### config.mk
export PLATFORM = sky130hd
export DESIGN_NAME = rom_arbiter
export DESIGN_NICKNAME = d
export VERILOG_FILES = /design/src/rtl/rom_arbiter.sv
export SDC_FILE = /design/constraint.sdc
export NUM_CORES = 1
export LEC_CHECK = 0
export ABC_AREA = 1
export BUFFER_PORTS_ARGS = -buffer_cell sky130_fd_sc_hd__buf_4
export CORE_AREA = 2 2 72 108
export CTS_BUF_LIST = sky130_fd_sc_hd__clkbuf_8
export DETAILED_ROUTE_END_ITERATION = 8
export DIE_AREA = 0 0 74 110
export HOLD_SLACK_MARGIN = 0.03
export PLACE_DENSITY = 0.6
export REMOVE_ABC_BUFFERS = 1
export SYNTH_ARGS = -nofsm -noshare
export SYNTH_HDL_FRONTEND = slang
export SYNTH_SLANG_ARGS = --single-unit
### constraint.sdc
create_clock -name clk -period 4.2 [get_ports clk]
set_clock_uncertainty 0.1 [all_clocks]
set_input_delay 0.42 -clock clk [delete_from_list [all_inputs] [get_ports clk]]
set_output_delay 0.42 -clock clk [all_outputs]
set_load 0.01 [all_outputs]
### src/rtl/rom_arbiter.sv
// rom_arbiter: shares one program ROM read port between the fetch and data-read requesters.
// Define ROM_ARB_RR_EN for round-robin arbitration; the default build uses fixed priority with a starvation counter.
module rom_arbiter #(
    parameter int DATA_W     = 14,
    parameter int ADDR_W     = 12,
    parameter int ROM_LAT    = 2,
    parameter int STARVE_MAX = 4
) (
    input  logic              clk,
    input  logic              reset,
    input  logic              f_req,
    input  logic [ADDR_W-1:0] f_addr,
    output logic              f_gnt,
    output logic [DATA_W-1:0] f_data,
    output logic              f_valid,
    input  logic              d_req,
    input  logic [ADDR_W-1:0] d_addr,
    output logic              d_gnt,
    output logic [DATA_W-1:0] d_data,
    output logic              d_valid,
    output logic              rom_rd,
    output logic [ADDR_W-1:0] rom_addr,
    input  logic [DATA_W-1:0] rom_data,
    output logic              busy
);

    typedef enum logic {IDLE, ACCESS} state_t;

    state_t            state, state_next;
    logic [3:0]        cnt, cnt_next;
    logic              winner_d, winner_d_next;
    logic              pick_d;
    logic              f_gnt_next, d_gnt_next, f_valid_next, d_valid_next, rom_rd_next;
    logic [DATA_W-1:0] f_data_next, d_data_next;
    logic [ADDR_W-1:0] rom_addr_next;

`ifdef ROM_ARB_RR_EN
    logic last_d, last_d_next;

    // On a tie the requester that was not granted last goes first.
    assign pick_d = d_req && (!f_req || !last_d);
`else
    localparam int SC_W = $clog2(STARVE_MAX + 1);
    logic [SC_W-1:0] starve_cnt, starve_cnt_next;

    // Fetch wins ties until data has been passed over STARVE_MAX times in a row.
    assign pick_d = d_req && (!f_req || starve_cnt == SC_W'(STARVE_MAX));
`endif

    assign busy = (state == ACCESS);

    always_comb begin
        state_next    = state;
        cnt_next      = cnt;
        winner_d_next = winner_d;
        f_gnt_next    = 1'b0;
        d_gnt_next    = 1'b0;
        f_valid_next  = 1'b0;
        d_valid_next  = 1'b0;
        f_data_next   = f_data;
        d_data_next   = d_data;
        rom_rd_next   = rom_rd;
        rom_addr_next = rom_addr;
`ifdef ROM_ARB_RR_EN
        last_d_next   = last_d;
`else
        starve_cnt_next = starve_cnt;
`endif
        case (state)
            IDLE: begin
`ifndef ROM_ARB_RR_EN
                if (!d_req || pick_d)
                    starve_cnt_next = '0;
                else if (f_req && starve_cnt != SC_W'(STARVE_MAX))
                    starve_cnt_next = starve_cnt + SC_W'(1);
`endif
                if (f_req || d_req) begin
                    winner_d_next = pick_d;
                    rom_addr_next = pick_d ? d_addr : f_addr;
                    rom_rd_next   = 1'b1;
                    f_gnt_next    = !pick_d;
                    d_gnt_next    = pick_d;
                    cnt_next      = 4'(ROM_LAT - 1);
                    state_next    = ACCESS;
`ifdef ROM_ARB_RR_EN
                    last_d_next   = pick_d;
`endif
                end
            end
            ACCESS: begin
                if (cnt != 4'd0) begin
                    cnt_next = cnt - 4'd1;
                end else begin
                    if (winner_d) begin
                        d_data_next  = rom_data;
                        d_valid_next = 1'b1;
                    end else begin
                        f_data_next  = rom_data;
                        f_valid_next = 1'b1;
                    end
                    rom_rd_next = 1'b0;
                    state_next  = IDLE;
                end
            end
            default: state_next = IDLE;
        endcase
    end

    always_ff @(posedge clk or posedge reset) begin
        if (reset) begin
            state    <= IDLE;
            cnt      <= 4'd0;
            winner_d <= 1'b0;
            f_gnt    <= 1'b0;
            d_gnt    <= 1'b0;
            f_valid  <= 1'b0;
            d_valid  <= 1'b0;
            f_data   <= '0;
            d_data   <= '0;
            rom_rd   <= 1'b0;
            rom_addr <= '0;
`ifdef ROM_ARB_RR_EN
            last_d   <= 1'b1;
`else
            starve_cnt <= '0;
`endif
        end else begin
            state    <= state_next;
            cnt      <= cnt_next;
            winner_d <= winner_d_next;
            f_gnt    <= f_gnt_next;
            d_gnt    <= d_gnt_next;
            f_valid  <= f_valid_next;
            d_valid  <= d_valid_next;
            f_data   <= f_data_next;
            d_data   <= d_data_next;
            rom_rd   <= rom_rd_next;
            rom_addr <= rom_addr_next;
`ifdef ROM_ARB_RR_EN
            last_d   <= last_d_next;
`else
            starve_cnt <= starve_cnt_next;
`endif
        end
    end

endmodule

==> out/qor.txt <==
Run status: completed
Critical path arrival: 2.05 ns
Maximum vdd drop: 219.0 uV
GRT Overall Usage: 13.22%
Placement row count: 38
Resize count post-CTS: 0
Number of pins with negative max-slew slack in the final report: 0
Hold Path Class: input port to register
Power Dens Cells: 683.9 nW/um^2
Total Negative Setup Slacks: 0 ns
Initial antenna violation count: 0
Nature of the critical path endpoint: register
Number of top-level pins: 88
Met1 WL: 2177 um
Routed WL: 5040 um
Routed wire length on met3: 313 um
Worst Setup Start Kind: register
Unrepaired setup endpoints after global routing: false
Synth-to-Final Area Change: 31.28%
Synth area leaders: sky130_fd_sc_hd__dfrtp_1, sky130_fd_sc_hd__nand2_1, sky130_fd_sc_hd__inv_1
Routed vias/inst: 4.306
Worst setup slack for register-to-register paths: 2.26 ns
Starting DRT DRC Count: 94
Top layer in use: met4
Pre-CTS worst setup slack: 2.127 ns
Number of standard cells after synthesis: 282
Largest net degree at the start of global routing: 55
Finished Layout Cells: 464
Highest-count cells in the layout ignoring fill and taps: sky130_fd_sc_hd__buf_4, sky130_fd_sc_hd__nand2_1, sky130_fd_sc_hd__dfrtp_1
Static leakage: 1.838 nW
Final worst slack: 2.256 ns
Clk buf depth: 2
Max Cap Violations: 0
Wire length per cell: 10.86 um
Detailed-route via count: 1998
Detail Route Antenna Nets: 0
Depth of the CTS H-tree: 2
Area fraction of the dominant cell type after synthesis: 54.66%
Post-layout power: 2.220 mW
Initial core utilization: 34.44%
Filler Cells Inserted: 720
DP Cell Count: 456
Die outline height: 110 um
Horizontal die dimension: 74 um
Cell accounting for the most synthesized area: sky130_fd_sc_hd__dfrtp_1
Warning count from the yosys run: 0
First-pass iteration count of the detailed router: 4
Total met2 wirelength after detailed routing: 2478 um
Count of final hold-check violations: 0
Setup violations, final: 0
Crit share post-route: 46.29%
Clock sink count: 54
Final Wtd Congestion: 0.7155
Remaining routing DRC violations: 0
Num CTS Buffers: 5
Hold-fix buffers at CTS: 0
Port Buffers: 87
Sequential element share of the synthesized area: 54.66%
Layout cells sized above 1: 31.04%
TritonCTS clock tree: built
Area enclosed by the die boundary: 8140 um^2
Number of distinct library cells after synthesis: 19
Leading cell type in the layout, fill and taps excluded: sky130_fd_sc_hd__buf_4
Cell at the root of the clock tree: sky130_fd_sc_hd__clkbuf_8
Insertion delay to the later sink of the worst-skew pair: 0.30 ns
Crit path kind: register to register
Data required, critical path: 4.30 ns
Core footprint: 7179 um^2
Wire length of the first global-routing pass: 8556 um
Period minus WS final: 1.944 ns
Clock transition at the register clock pins on the worst setup and hold paths after CTS: 0.09 ns
Synth Register Bits: 54
Syn avg cell area: 8.767 um^2
Vias in the first global route: 1954
Congestion Overflow GR: 0
Tightest Pin Transition: 1.089 ns
Detail Placement HPWL: 3734 um
Post-Syn Area: 2472 um^2
Critical-path maximum fanout: 29
Maximum clock frequency: 0.5144 GHz
Max transition margin: 27.33%
Final layout net count: 409
Post-CTS Setup Repair Bufs: 0
Worst slack on hold paths: 0.2809 ns
Antenna diodes: 0
## sequential cells by signal (all words and copies together) (netlist names)
name,cells
d_valid,1
f_valid,1
d_data,14
f_data,14
d_gnt,1
rom_rd,1
starve_cnt,3
busy,1
winner_d,1
f_gnt,1
cnt,4
rom_addr,12
## metrics by stage
stage	instance area, um^2	util [%]
final	3246	45.21
after global routing	3246	45.21
after CTS	3246	45.21
after detailed placement	3136	43.67
after global placement	3136	43.67
after floorplan	2357	-
## worst max-delay path, cell delays in order, from the launching register on
cell and delay [ns]:
sky130_fd_sc_hd__dfrtp_1 0.40, sky130_fd_sc_hd__inv_1 0.12, sky130_fd_sc_hd__ha_1 0.23, sky130_fd_sc_hd__nand4_2 0.62, sky130_fd_sc_hd__o21ai_0 0.39
## cells by family after synthesis
kind of cell / Yosys count / share of synthesized area (%)
compound gates: 35 / 8.755
xor+xnor: 2 / 0.7086
fa+ha+maj: 4 / 2.024
buf+inv: 65 / 12.55
flops: 54 / 54.66
simple gates: 122 / 21.31
## where the power goes
| part | internal, mW | leakage (nW) | total [mW] | switching (mW) |
|---|---|---|---|---|
| logic | 0.462 | 1.12 | 0.958 | 0.496 |
| registers | 0.764 | 0.660 | 0.924 | 0.159 |
| clock network | 0.175 | 0.0556 | 0.338 | 0.162 |
## cells in the mapped netlist (all sizes together)
| library cell | count |
|---|---|
| inv | 52 |
| buf | 11 |
| nand3 | 31 |
| clkbuf | 2 |
| nand4 | 2 |
| nor2 | 3 |
| dfrtp | 54 |
| ha | 4 |
| xnor2 | 2 |
| nand2 | 86 |
| o21ai | 35 |
## metal layers
layer  global-route usage [%]  up-vias
li1                         -     1024
met1                    15.29      895
met2                    24.11       74
met3                    2.182        5
met4                    4.675        0
met5                        0        -
## worst paths after layout
check                          endpoint  cells after the start        start
hold / removal                f_data[5]                      3  rom_data[5]
max in group asynchronous      winner_d                      2        reset
hold reg to reg             rom_addr[9]                      2  rom_addr[9]
setup / recovery              f_data[1]                      4       cnt[0]
setup reg to reg              f_data[1]                      4       cnt[0]
min in group asynchronous  rom_addr[10]                      2        reset
## cell type report
cell class,instances,area (um^2),share of cell area (%)
sequential,54,1351,41.63
clock inverter,3,41.29,1.272
clock buffer,5,68.82,2.120
multi-input combinational,163,810.8,24.98
tap,100,125.1,3.855
timing repair buffer,87,653.1,20.12
inverter,52,195.2,6.014
Note: power is estimated with default switching activity, not from simulation.
